===== src/rtl/multibyte_add_seq_if.sv =====
// Bundle between the multi-byte add sequencer, its operand source, result sink and the 8-bit adder.
// Handshakes: a transfer happens on a rising edge where valid and ready are both 1; valid holds until then.
interface multibyte_add_seq_if #(
  parameter int NBYTES = 4
);
  localparam int W = 8 * NBYTES;

  logic         in_valid;
  logic         in_ready;
  logic [W-1:0] op_a;
  logic [W-1:0] op_b;
  logic         op_cin;
  logic         out_valid;
  logic         out_ready;
  logic [W-1:0] result;
  logic         result_co;
  logic         busy;
  logic [7:0]   add_A;
  logic [7:0]   add_B;
  logic         add_C_in;
  logic [7:0]   add_SUM;
  logic         add_C_out;
  logic [1:0]   state;

  modport slave (
    input  in_valid, op_a, op_b, op_cin, out_ready, add_SUM, add_C_out,
    output in_ready, out_valid, result, result_co, busy, add_A, add_B, add_C_in, state
  );

  modport master (
    output in_valid, op_a, op_b, op_cin, out_ready, add_SUM, add_C_out,
    input  in_ready, out_valid, result, result_co, busy, add_A, add_B, add_C_in, state
  );
endinterface


===== src/rtl/multibyte_add_seq.sv =====
// Drives one registered 8-bit adder byte by byte to add two NBYTES-wide operands,
// rippling the carry from byte 0 upward; every output is a flop.
module multibyte_add_seq #(
  parameter int NBYTES  = 4,
  parameter int ADD_LAT = 2
) (
  input logic                Clock,
  input logic                Reset_n,
  multibyte_add_seq_if.slave bus
);
  localparam int W  = 8 * NBYTES;
  localparam int IW = (NBYTES > 1) ? $clog2(NBYTES) : 1;
  localparam int SW = $clog2(ADD_LAT + 1);

  typedef enum logic [1:0] {IDLE = 2'd0, ISSUE = 2'd1, DONE = 2'd2} state_t;

  state_t       state_q, state_n;
  logic [IW-1:0] idx_q, idx_n;
  logic [SW-1:0] slot_q, slot_n;
  logic [W-1:0] a_q, a_n, b_q, b_n, result_q, result_n;
  logic         co_q, co_n;
  logic         in_ready_q, in_ready_n;
  logic         out_valid_q, out_valid_n;
  logic         busy_q, busy_n;
  logic [7:0]   add_a_q, add_a_n, add_b_q, add_b_n;
  // add_cin_q doubles as the inter-byte carry register.
  logic         add_cin_q, add_cin_n;

  always_ff @(posedge Clock or negedge Reset_n) begin
    if (!Reset_n) begin
      state_q     <= IDLE;
      idx_q       <= '0;
      slot_q      <= '0;
      a_q         <= '0;
      b_q         <= '0;
      result_q    <= '0;
      co_q        <= 1'b0;
      in_ready_q  <= 1'b1;
      out_valid_q <= 1'b0;
      busy_q      <= 1'b0;
      add_a_q     <= '0;
      add_b_q     <= '0;
      add_cin_q   <= 1'b0;
    end else begin
      state_q     <= state_n;
      idx_q       <= idx_n;
      slot_q      <= slot_n;
      a_q         <= a_n;
      b_q         <= b_n;
      result_q    <= result_n;
      co_q        <= co_n;
      in_ready_q  <= in_ready_n;
      out_valid_q <= out_valid_n;
      busy_q      <= busy_n;
      add_a_q     <= add_a_n;
      add_b_q     <= add_b_n;
      add_cin_q   <= add_cin_n;
    end
  end

  always_comb begin
    state_n     = state_q;
    idx_n       = idx_q;
    slot_n      = slot_q;
    a_n         = a_q;
    b_n         = b_q;
    result_n    = result_q;
    co_n        = co_q;
    in_ready_n  = in_ready_q;
    out_valid_n = out_valid_q;
    busy_n      = busy_q;
    add_a_n     = add_a_q;
    add_b_n     = add_b_q;
    add_cin_n   = add_cin_q;
    case (state_q)
      IDLE: begin
        if (bus.in_valid) begin
          a_n        = bus.op_a;
          b_n        = bus.op_b;
          idx_n      = '0;
          slot_n     = '0;
          add_a_n    = bus.op_a[7:0];
          add_b_n    = bus.op_b[7:0];
          add_cin_n  = bus.op_cin;
          in_ready_n = 1'b0;
          busy_n     = 1'b1;
          state_n    = ISSUE;
        end
      end
      ISSUE: begin
        // The adder output is only trusted on the last edge of a slot.
        if (slot_q == SW'(ADD_LAT)) begin
          result_n[{idx_q, 3'b000} +: 8] = bus.add_SUM;
          slot_n = '0;
          if (idx_q == IW'(NBYTES - 1)) begin
            co_n        = bus.add_C_out;
            idx_n       = '0;
            add_a_n     = '0;
            add_b_n     = '0;
            add_cin_n   = 1'b0;
            out_valid_n = 1'b1;
            state_n     = DONE;
          end else begin
            idx_n     = idx_q + IW'(1);
            add_a_n   = a_q[{idx_n, 3'b000} +: 8];
            add_b_n   = b_q[{idx_n, 3'b000} +: 8];
            add_cin_n = bus.add_C_out;
          end
        end else begin
          slot_n = slot_q + SW'(1);
        end
      end
      DONE: begin
        if (bus.out_ready) begin
          out_valid_n = 1'b0;
          in_ready_n  = 1'b1;
          busy_n      = 1'b0;
          state_n     = IDLE;
        end
      end
      default: state_n = IDLE;
    endcase
  end

  assign bus.in_ready  = in_ready_q;
  assign bus.out_valid = out_valid_q;
  assign bus.result    = result_q;
  assign bus.result_co = co_q;
  assign bus.busy      = busy_q;
  assign bus.add_A     = add_a_q;
  assign bus.add_B     = add_b_q;
  assign bus.add_C_in  = add_cin_q;
  assign bus.state     = state_q;
endmodule


===== src/flat_wrapper.sv =====
// flat-port wrapper written by rule: the top's interface ports become plain ports
module multibyte_add_seq_flat 
#(
  parameter int NBYTES  = 4,
  parameter int ADD_LAT = 2
)
  (Clock, Reset_n, bus_in_valid, bus_op_a, bus_op_b, bus_op_cin, bus_out_ready, bus_add_SUM, bus_add_C_out, bus_in_ready, bus_out_valid, bus_result, bus_result_co, bus_busy, bus_add_A, bus_add_B, bus_add_C_in, bus_state);
  multibyte_add_seq_if #(.NBYTES(NBYTES)) bus_i ();
  input logic Clock;
  input logic Reset_n;
  input wire logic [$bits(bus_i.in_valid)-1:0] bus_in_valid;
  input wire logic [$bits(bus_i.op_a)-1:0] bus_op_a;
  input wire logic [$bits(bus_i.op_b)-1:0] bus_op_b;
  input wire logic [$bits(bus_i.op_cin)-1:0] bus_op_cin;
  input wire logic [$bits(bus_i.out_ready)-1:0] bus_out_ready;
  input wire logic [$bits(bus_i.add_SUM)-1:0] bus_add_SUM;
  input wire logic [$bits(bus_i.add_C_out)-1:0] bus_add_C_out;
  output wire logic [$bits(bus_i.in_ready)-1:0] bus_in_ready;
  output wire logic [$bits(bus_i.out_valid)-1:0] bus_out_valid;
  output wire logic [$bits(bus_i.result)-1:0] bus_result;
  output wire logic [$bits(bus_i.result_co)-1:0] bus_result_co;
  output wire logic [$bits(bus_i.busy)-1:0] bus_busy;
  output wire logic [$bits(bus_i.add_A)-1:0] bus_add_A;
  output wire logic [$bits(bus_i.add_B)-1:0] bus_add_B;
  output wire logic [$bits(bus_i.add_C_in)-1:0] bus_add_C_in;
  output wire logic [$bits(bus_i.state)-1:0] bus_state;
  assign bus_i.in_valid = bus_in_valid;
  assign bus_i.op_a = bus_op_a;
  assign bus_i.op_b = bus_op_b;
  assign bus_i.op_cin = bus_op_cin;
  assign bus_i.out_ready = bus_out_ready;
  assign bus_i.add_SUM = bus_add_SUM;
  assign bus_i.add_C_out = bus_add_C_out;
  assign bus_in_ready = bus_i.in_ready;
  assign bus_out_valid = bus_i.out_valid;
  assign bus_result = bus_i.result;
  assign bus_result_co = bus_i.result_co;
  assign bus_busy = bus_i.busy;
  assign bus_add_A = bus_i.add_A;
  assign bus_add_B = bus_i.add_B;
  assign bus_add_C_in = bus_i.add_C_in;
  assign bus_state = bus_i.state;
  multibyte_add_seq #(.NBYTES(NBYTES), .ADD_LAT(ADD_LAT)) u_core (.Clock(Clock), .Reset_n(Reset_n), .bus(bus_i));
endmodule

===== config.mk =====
export PLATFORM = sky130hd
export DESIGN_NAME = multibyte_add_seq_flat
export DESIGN_NICKNAME = d
export VERILOG_FILES = /design/src/rtl/multibyte_add_seq_if.sv /design/src/rtl/multibyte_add_seq.sv /design/src/flat_wrapper.sv
export SDC_FILE = /design/constraint.sdc
export NUM_CORES = 1
export LEC_CHECK = 0
export BUFFER_PORTS_ARGS = -buffer_cell sky130_fd_sc_hd__buf_2
export CAP_MARGIN = 30
export CORE_MARGIN = 1.5
export CORE_UTILIZATION = 45
export CTS_CLUSTER_DIAMETER = 30
export DETAILED_ROUTE_END_ITERATION = 7
export PLACE_DENSITY = 0.71
export SYNTH_ARGS = -nofsm -noshare
export SYNTH_HDL_FRONTEND = slang
export SYNTH_SLANG_ARGS = --single-unit

===== constraint.sdc =====
create_clock -name Clock -period 1.9 [get_ports Clock]
set_input_delay 0.38 -clock Clock [delete_from_list [all_inputs] [get_ports Clock]]
set_output_delay 0.38 -clock Clock [all_outputs]
set_load 0.05 [all_outputs]

Word level (Yosys, flattened, before mapping). Index checks and enable logic that the tools add are counted.

Register bits: 123. Bits of input ports: 78. Output and inout bits: 55. Logic and storage cells: 73.

$add $sub $neg: 3. Equal/unequal tests: 8. Shifts and indexed selects: 4. Mux-type cells: 33. Reductions and logical operators: 12.

Operator list (number): 32-bit by 6-bit variable part select with 8-bit output (2); 8-bit two-way mux (6); 32-bit bitwise mux (1); 8-bit one-hot mux with 2 select lines (2); 8-bit by 7-bit variable shift with 32-bit output (first input constant) (1); 8-bit by 7-bit variable part select with 32-bit output (1); 2-bit two-way mux (8); 1-bit two-way mux (9); 3-bit AND reduction (3); 1-bit one-hot mux with 2 select lines (4); 2-bit one-hot mux with 2 select lines (2); 4-bit AND reduction (2); 5-bit negator with 7-bit output (1); 2-bit equality test (second input constant) (3); 2-bit one-hot mux with 3 select lines (1); 2-bit AND reduction (3); 2-bit nonzero test (3); 2-bit by 1-bit adder with 2-bit output (second input constant) (2); 2-bit by 1-bit != test with 1-bit output (second input constant) (2); 2-bit != test (second input constant) (2); 2-bit by 1-bit equality test with 1-bit output (second input constant) (1); 2-bit zero test (1).

Depth between registers and ports, before layout. Gate-level depths: netlist of the first run.

Word-level depth: 5. Mapped depth: 8. Gate-level depth less buffers: 5.

Worst setup path before layout of the first run. No wires, ideal clock.

Path kind: reg-to-reg. Start: register u_core.idx_q[0]. End: register u_core.add_b_q[0] (netlist: u_core.bus.add_B[0]). Setup time: 0.125 ns. Arrival: 1.848 ns. Required time: 1.775 ns. Path slack: -0.073 ns. Stages on the path, launching flop included: 9. Path buffers: 3. Clock period less this slack: 1.973 ns. Cells stage by stage: dfrtp_1 -> buf_6 -> buf_6 -> inv_1 -> ha_1 -> buf_2 -> mux4_2 -> a22oi_1 -> a21oi_1.

Word-level cells in the longest chain between the ends: 5. Elaborated cells between the ends (all ways): 6. Classes of those cells: add/sub (1); eq/ne (1); shift (1); mux (3).

Ends and longest elaborated chain: from (decl) (RTL line multibyte_add_seq.sv:18) `logic [IW-1:0] idx_q, idx_n;`; from (signal assigned) (RTL line multibyte_add_seq.sv:46) `idx_q <= idx_n;`; 2-bit by 1-bit adder with 2-bit output (RTL line multibyte_add_seq.sv:104) `idx_n = idx_q + IW'(1);`; 32-bit by 6-bit variable part select with 8-bit output (RTL line multibyte_add_seq.sv:106) `add_b_n = b_q[{idx_n, 3'b000} +: 8];`; 8-bit two-way mux (*) (RTL line multibyte_add_seq.sv:95) `if (idx_q == IW'(NBYTES - 1)) begin`; 8-bit two-way mux (*) (RTL line multibyte_add_seq.sv:92) `if (slot_q == SW'(ADD_LAT)) begin`; 8-bit one-hot mux with 2 select lines (*) (RTL line multibyte_add_seq.sv:75) `case (state_q)`; to (signal assigned) (RTL line multibyte_add_seq.sv:56) `add_b_q <= add_b_n;`; to (decl) (RTL line multibyte_add_seq.sv:25) `logic [7:0] add_a_q, add_a_n, add_b_q, add_b_n;`.

Mark *: on every way between the ends. The rest lies on a longest branch, timed or not. The select of a mux whose other input is x is not followed. A chain may end at the register's enable or synchronous reset.

Worst setup path after layout of the first run.
Start: register u_core.idx_q[0]. End: register u_core.result_q[30] (netlist: u_core.bus.result[30]).

Word-level cells in the longest chain between the ends: 3. Elaborated cells between the ends (all ways): 4. Classes of those cells: add/sub (1); shift (2); mux (1).

Ends and longest elaborated chain: 5-bit negator with 7-bit output (*) (RTL line multibyte_add_seq.sv:93) `result_n[{idx_q, 3'b000} +: 8] = bus.add_SUM;`; 8-bit by 7-bit variable part select with 32-bit output or 8-bit by 7-bit variable shift with 32-bit output (tied branches) (RTL line multibyte_add_seq.sv:93); 32-bit bitwise mux (*) (RTL line multibyte_add_seq.sv:93); to (signal assigned) (RTL line multibyte_add_seq.sv:50) `result_q <= result_n;`; to (decl) (RTL line multibyte_add_seq.sv:20) `logic [W-1:0] a_q, a_n, b_q, b_n, result_q, result_n;`.

Mark *: on every way between the ends. The rest lies on a longest branch, timed or not.

==> results of run 1 <==
## final timing paths
kind / end / cells past startpoint / start
max: u_core.bus.result[30] / 5 / u_core.idx_q[0]
min: u_core.b_q[11] / 3 / bus_op_b[11]
max reg2reg: u_core.bus.result[30] / 5 / u_core.idx_q[0]
min reg2reg: u_core.b_q[24] / 2 / u_core.b_q[24]
max in group asynchronous: u_core.b_q[23] / 3 / Reset_n
min in group asynchronous: u_core.bus.busy / 2 / Reset_n
## power breakdown
part / leakage, nW / total, mW / switching (mW) / internal [mW]
Clock: 0.283 / 3.24 / 1.15 / 2.09
Combinational: 1.78 / 6.19 / 4.02 / 2.17
Sequential: 1.52 / 4.47 / 0.678 / 3.79
Total: 3.58 / 13.9 / 5.84 / 8.05
## final cells by class
cell class	count	area [sq um]	share of cell area [%]
Timing Repair Buffer	153	898	12.6
Clock buffer	21	450	6.34
Tap cell	168	210	2.96
Inverter	32	120	1.69
Sequential cell	123	3080	43.4
Multi-Input combinational cell	373	2200	31.0
Clock inverter	11	145	2.04
## stage by stage
stage,area (sq um),total power [mW],worst slack (ns),TNS (ns)
floorplan,5650,9.13,0.0322,0
global placement,6500,10.5,0.218,0
detailed placement,6500,10.7,0.0889,0
CTS,7110,14.0,0.0761,0
global route,7110,14.7,-0.0175,-0.0190
finish,7110,13.9,0.0521,0
## registers in the layout, summed over array words and instances (netlist names), 2 cells and up
register / count
u_core.bus.add_B: 8
u_core.bus.state: 2
u_core.b_q: 32
u_core.slot_q: 2
u_core.idx_q: 2
u_core.a_q: 32
u_core.bus.result: 32
u_core.bus.add_A: 8
## kinds of logic after synthesis
| kind of cell | synth area share [%] |
|---|---|
| simple gates | 22.0 |
| flops | 54.7 |
| compound gates | 7.69 |
| buf+inv | 6.53 |
| mux | 7.80 |
| fa+ha+maj | 1.33 |
## worst max-delay path, cell delays in order (launching register included)
cell and delay (ns):
dfrtp_2 0.42, inv_1 0.12, ha_4 0.32, nor4b_2 0.59, nand4_1 0.17, o21ai_0 0.13
## cells in the mapped netlist (2+ instances only)
library cell and instances:
mux4_1 2, clkbuf_1 10, nand2_1 195, ha_1 6, buf_4 6, nor2_1 5, nand2b_1 7, mux2_4 4
buf_6 5, o21ai_0 26, buf_2 16, mux4_2 14, nand4_1 28, o21ai_1 7, a21oi_1 22, inv_1 32
nor3_1 17, and2_1 5, dfrtp_1 122, nand3_1 2, o211ai_1 2, a22oi_1 16
## cell usage in the layout (no fill, tap or decap), types with 4 or more instances in the layout
master     instances
a21oi_1           22
a22oi_1           16
and2_1             5
buf_12             6
buf_2            131
buf_4             15
clkbuf_16         17
dfrtp_1          121
ha_1               5
inv_1             32
mux2_4             4
mux4_2            14
nand2_1          195
nand2b_1           7
nand4_1           28
nor2_1             5
nor3_1            17
o21ai_0           26
o21ai_1            7
## what timing repair did
action | in CTS | in global routing
hold endpoints to repair | 31 | 0
setup endpoints to repair | 0 | 2
hold buffers | 1 | 0
## metal layers
layer  share of wire [%]  vias to the layer above  wire, um  track usage [%]
met3                 5.4                       25       759             4.90
met1                  42                     2138      5910             29.1
met2                  50                      170      6960             37.1
met4                 2.2                        0       308             9.96
met5                   0                        -         0                0
li1                    -                     2165         -                -
==> impl_metrics.toml, run 1 <==
[yosys]
yosys.area.top_type = "dfrtp_1"
yosysUniqueCellTypes = 41
synth_edf_count = 0
syn_nets = 652
synth_area_sq_um = 5630
synth_top_area_share_pct = 54.2
netlist_top_cells_area = "dfrtp_1, nand2_1, mux4_2"
synth_ff_type = "dfrtp_1"
ys_seq_elements = 123
synth_async_sr_flop_share_pct = 100
netlist_instances = 568
syn_avg_cell_area_sq_um = 9.91
synth-seq-area-share_pct = 54.7
yosys_warnings = 0

[grt]
grt_pass1_vias = 4654
groute.usage.overall_pct = 22.6
grt_first_pass_wirelength_um = 22900
grt_antenna_before_repair = 0
grt_max_degree = 84
grt.overflow.total = 0

[cells_and_area]
final_net_count = 784
drive_gt1_share_pct = 29.6
syn_to_final_growth_pct = 26.2
fill_cells = 1083
n_antenna_cell = 0
final_util_pct = 58.7
final_cell_count_no_fill = 881

[floorplan]
ios = 133
num_rows = 40
design.core.area_sq_um = 12100
die-area_sq_um = 13200
start_util_pct = 46.5
die_height_um = 115
fp.dieW_um = 115

[worst_hold_path]
hp-class = "in2reg"

[sta]
worstMarginPinSlew_ns = 0.568
drv_slew = 0
holdWs_ns = 0.153
fmax_ghz = 0.541
fin_crit_sh_pct = 97.3
relSlewSlack_pct = 62.0
hold_viol = 0
setup_viol = 0
period_minus_slack_ns = 1.85
finClkSkew_ns = 0.0124
rsz0062_at_grt = "yes"

[detailed_routing]
detail-route-antenna-nets = 0
drt_first_pass_iters = 5
drt_drc_violations_left = 0
drt_iter0_markers = 308
viasPerCell = 5.11
drt-total-wl_um = 13900
wire_per_inst_um = 15.8
vias = 4498

[clock_tree]
tritoncts = "yes"
cts_root_buf = "clkbuf_16"
cts_buffer_depth = 2
clk_latency_ns = 0.41
cts_made_buffers = 17
clk_pin_slew_worst_paths_ns = 0.05
cts.repair.resized = 0
clock_sinks = 123
cts_setup_buffers = 0
h-tree-depth = 4

[critical_path]
r2r_setup_slack_ns = 0.05
critPathArrivalTime_ns = 2.16
criticalPathCategory = "reg2reg"
cp-end-kind = "flop"
worstSetupStartpointType = "flop"
worstPathRequired_ns = 2.21
path_max_fanout = 23

[power_and_ir_drop]
power.density_nw_per_um2 = 1960
vdd_drop_max_v = 0.000827
leakagePower_nw = 3.58

[placement]
portBuffers = 132
gp_congestion = 0.813
dp.cells = 848
dp_hpwl_um = 9200

[run]
drv_cap = 0

[status]
outcome = "finished, final reports clean"
Note: power is estimated with default switching activity, not from simulation.
==> run 2: changes to the inputs <==
- CORE_UTILIZATION: 45 -> 40
- PLACE_DENSITY: 0.71 -> 0.74
==> impl_metrics.toml, run 2 (synthesis gave the netlist of run 1 again) <==
[worst_hold_path]
hold_start = "bus_op_a[22]"
hp-class = "in2reg"
whs_path_depth = 3
holdPathEnd = "u_core.a_q[22]"

[placement]
dp_hpwl_um = 9300
portBuffers = 132
post-place-ws_ns = 0.154
gp_congestion = 0.805

[sta]
setup_viol = 0
relSlewSlack_pct = 75.7
drv_slew = 0
tns_ns = 0
fin_crit_sh_pct = 89.3
period_minus_slack_ns = 1.70
worstMarginPinSlew_ns = 0.364
hold_viol = 0
finalWorstSetupSlack_ns = 0.204
rsz0062_at_grt = "no"
finClkSkew_ns = 0.0146
fmax_ghz = 0.590

[clock_tree]
clk_pin_slew_worst_paths_ns = 0.05
cts_root_buf = "clkbuf_16"
tritoncts = "yes"
cts_buffer_depth = 2
h-tree-depth = 4
clock_sinks = 123
cts_made_buffers = 17
clk_latency_ns = 0.42

[critical_path]
r2r_cells = 5
reg2reg_to = "u_core.bus.add_B[5]"
cp-end-kind = "flop"
path_cells = "inv_1, ha_4, mux4_2, a22oi_1, a21oi_1"
rr_startpoint = "u_core.idx_q[0]"
max_stage_delay_ns = 0.50
criticalPathCategory = "reg2reg"
r2r_setup_slack_ns = 0.20
worstPathRequired_ns = 2.19
critPathSlowestCell = "ha_4"
path_max_fanout = 23
critPathArrivalTime_ns = 1.99
worstSetupStartpointType = "flop"

[power_and_ir_drop]
leakagePower_nw = 3.60
vdd_drop_max_v = 0.000942
power.density_nw_per_um2 = 1930
power.total_mw = 13.8

[grt]
grt_antenna_before_repair = 0
grt_max_degree = 84
grt_first_pass_wirelength_um = 23000
groute.usage.overall_pct = 20.4
grt_pass1_vias = 4564
grt.overflow.total = 0

[detailed_routing]
drt_drc_violations_left = 0
wire_per_inst_um = 15.4
detail-route-antenna-nets = 0
drt_first_pass_iters = 5
viasPerCell = 5.06
drt_iter0_markers = 403
vias = 4538
drt-total-wl_um = 13900

[floorplan]
fp.dieW_um = 122
start_util_pct = 40.7
die-area_sq_um = 14800
die_height_um = 122
num_rows = 43
ios = 133
design.core.area_sq_um = 13800

[cells_and_area]
syn_to_final_growth_pct = 26.7
layout_common_cells = "nand2_1, buf_2, dfrtp_1, inv_1, nand4_1"
drive_gt1_share_pct = 30.1
final_net_count = 789
final_common_cell = "nand2_1"
n_antenna_cell = 0

[status]
outcome = "finished, final reports clean"

[run]
drv_cap = 0
## run 2: cell types whose count changed in the layout (fill, tap and decap cells not counted), sizes merged
cell      change
bufinv        -2
clkinvlp      -1
clkinv        -2
buf           +5
clkbuf        +4
## run 2: routing by layer
metal,global-route usage (%),wire length (um),share of wire [%],vias to the layer above
li1,-,-,-,2181
met1,26.3,6030,43,2189
met2,33.5,6890,50,145
met3,4.12,686,5.0,23
met4,8.82,251,1.8,0
met5,0,0,0,-
## run 2: final cells by class
type                    count  area (sq um)
fillers                  1265          6700
clock inverters             6          60.1
repair buffers            158           923
inverters                  32           120
multi-input cells         373          2210
well taps                 180           225
clock buffers              25           515
flip-flops and latches    123          3080
## run 2: power breakdown
group	internal, mW	switching, mW
registers	3.80	0.669
logic	2.20	4.01
clock network	1.99	1.12
total	7.98	5.80
## run 2: how the worst max path moves through the flow
stage / start / end / cells after the start
CTS: u_core.idx_q[0] / u_core.bus.result[17] / 5
floorplan: u_core.idx_q[0] / u_core.bus.add_B[0] / 8
global route: u_core.idx_q[0] / u_core.bus.add_B[3] / 5
detailed placement: u_core.idx_q[0] / u_core.bus.result[3] / 6
finish: u_core.idx_q[0] / u_core.bus.add_B[5] / 5
global placement: u_core.idx_q[0] / u_core.bus.result[17] / 5
## run 2: critical path: cells and delay by family (launching register included)
family,cells,cell delay (ns)
adder cells (fa/ha/maj),1,0.50
buffers and inverters,1,0.08
flip-flops,1,0.37
AO/OA/AOI/OAI,2,0.26
multiplexers,1,0.37
## run 2: timing repair
action                     CTS  global route
hold endpoints to repair    68             0
gates resized for setup      0             1
setup endpoints to repair    0             5
hold buffers                 1             0
buffers inserted             0             1
## run 2: stage by stage
step | utilization (%) | cells | cell area [sq um] | hold WS, ns
floorplan | - | 568 | 5650 | 0.0844
global placement | 47.2 | 864 | 6530 | 0.426
detailed placement | 47.2 | 864 | 6530 | 0.420
CTS | 51.5 | 896 | 7120 | 0.137
global route | 51.6 | 897 | 7130 | 0.150
finish | 51.6 | 897 | 7130 | 0.146
==> run 3: changes to the inputs <==
- CORE_ASPECT_RATIO: not set -> 1.4
- CORE_UTILIZATION: 40 -> 49
- PLACE_DENSITY: 0.74 -> 0.86
==> impl_metrics.toml, run 3 (synthesis gave the netlist of run 1 again) <==
[cells_and_area]
final_cell_count_no_fill = 859
syn_to_final_growth_pct = 25.5
layout_common_cells = "nand2_1, buf_2, dfrtp_1, inv_1, nand4_1"
final_common_cell = "nand2_1"
final_net_count = 785
drive_gt1_share_pct = 29.4
fill_cells = 901

[sta]
relSlewSlack_pct = 62.2
finClkSkew_ns = 0.00475
setup_viol = 0
fmax_ghz = 0.552
worstMarginPinSlew_ns = 0.567
drv_slew = 0
fin_crit_sh_pct = 95.3
period_minus_slack_ns = 1.81
hold_viol = 0

[placement]
dp.cells = 824
portBuffers = 132
dp_hpwl_um = 9890
gp_congestion = 0.848

[power_and_ir_drop]
switching_share_pct = 42.8
internal_power_mw = 7.88
p_clk_share_pct = 21.6
p_switching_mw = 5.89
power.density_nw_per_um2 = 1950
p_seq_share_pct = 32.7
leakagePower_nw = 3.58
power.total_mw = 13.8
comb_power_share_pct = 45.7
vdd_drop_max_v = 0.000861

[detailed_routing]
met3_length_um = 869
vias = 4742
detail-route-antenna-nets = 0
viasPerCell = 5.52
drt_first_pass_iters = 5
drt-total-wl_um = 14400
routed.top_layer = "met5"
drt_iter0_markers = 381
routed-wl-met2_um = 7510
wire_per_inst_um = 16.8
drt_drc_violations_left = 0
wl_met1_um = 5590

[grt]
groute.usage.overall_pct = 24.9
grt_first_pass_wirelength_um = 23400
grt_pass1_vias = 4817
grt_antenna_before_repair = 2
grt_max_degree = 84
grt.overflow.total = 0

[status]
outcome = "finished, final reports clean"

[floorplan]
fp.dieW_um = 93.6
die-area_sq_um = 12200
num_rows = 46
ios = 133
start_util_pct = 49.9
design.core.area_sq_um = 11300
die_height_um = 130

[critical_path]
cp-end-kind = "flop"
r2r_setup_slack_ns = 0.09
criticalPathCategory = "reg2reg"
rr_startpoint = "u_core.idx_q[0]"
reg2reg_to = "u_core.bus.result[17]"
worstSetupStartpointType = "flop"
critPathArrivalTime_ns = 2.14
r2r_cells = 6
path_max_fanout = 23
worstPathRequired_ns = 2.23

[clock_tree]
tritoncts = "yes"
cts_buffer_depth = 2
clock_sinks = 123
cts_root_buf = "clkbuf_16"
cts_made_buffers = 17
clk_latency_ns = 0.41
h-tree-depth = 4
clk_pin_slew_worst_paths_ns = 0.05

[worst_hold_path]
holdPathEnd = "u_core.a_q[21]"
hp-class = "in2reg"
hold_start = "bus_op_a[21]"
whs_path_depth = 3

[run]
drv_cap = 0
run 3: cell count changes in the layout (fill, tap and decap cells not counted), sizes merged:
cell / previous run / this run
buf: 157 / 153
clkinv: 3 / 4
diode: 0 / 1
run 3: layout make-up:
class / count / area [sq um] / share of cell area [%]
timing repair buffer: 154 / 931 / 13.2
clock inverter: 7 / 65.1 / 0.921
tap: 144 / 180 / 2.55
inverter: 32 / 120 / 1.70
multi-input combinational: 373 / 2200 / 31.2
sequential: 123 / 3080 / 43.6
antenna: 1 / 2.50 / 0.0354
clock buffer: 25 / 485 / 6.87
run 3: worst max path at each step:
stage                          startpoint                    end  slack, ns
after floorplan           u_core.idx_q[0]    u_core.bus.add_B[0]       0.03
after global placement    u_core.idx_q[0]    u_core.bus.add_A[6]       0.18
after detailed placement  u_core.idx_q[0]  u_core.bus.result[17]       0.08
after CTS                 u_core.idx_q[0]  u_core.bus.result[17]       0.05
after global routing      u_core.idx_q[0]  u_core.bus.result[20]     -0.008
final                     u_core.idx_q[0]  u_core.bus.result[17]       0.09
run 3: power by group through the flow:
stage               Sequential (mW)  Combinational [mW]  Clock [mW]
global placement               4.42                6.02           0
CTS                            4.48                6.30        3.01
finish                         4.50                6.30        2.97
detailed placement             4.50                6.23           0
global route                   4.61                6.80        3.12
floorplan                      6.02                3.11           0
run 3: critical path: stages, from the launching register on:
cell and delay, ns:
dfrtp_1 0.40, inv_2 0.09, ha_4 0.49, nor4b_4 0.33, buf_4 0.20, nand4_1 0.11
o21ai_0 0.10
run 3: metrics by stage:
step	TNS (ns)	util (%)	setup WS (ns)	hold slack, ns	area (sq um)
3_3_place_gp	0	57.6	0.185	0.395	6490
2_1_floorplan	0	-	0.0322	0.0844	5650
3_5_place_dp	0	57.6	0.0795	0.401	6490
5_1_grt	-0.00804	62.6	-0.00804	0.154	7060
6_report	0	62.6	0.0899	0.156	7060
4_1_cts	0	62.5	0.0514	0.146	7050
run 3: what timing repair did:
| item | CTS | global route |
|---|---|---|
| hold buffers | 1 | 0 |
| endpoints found under the hold margin | 36 | 0 |
| buffers inserted | 0 | 1 |
| gates resized for setup | 0 | 1 |
| endpoints found under the setup margin | 0 | 14 |
run 3: metal layers:
metal,global-route usage (%),up-vias
met3,5.94,37
met4,12.6,2
met2,42.6,222
met5,0,-
met1,29.4,2301
li1,-,2180
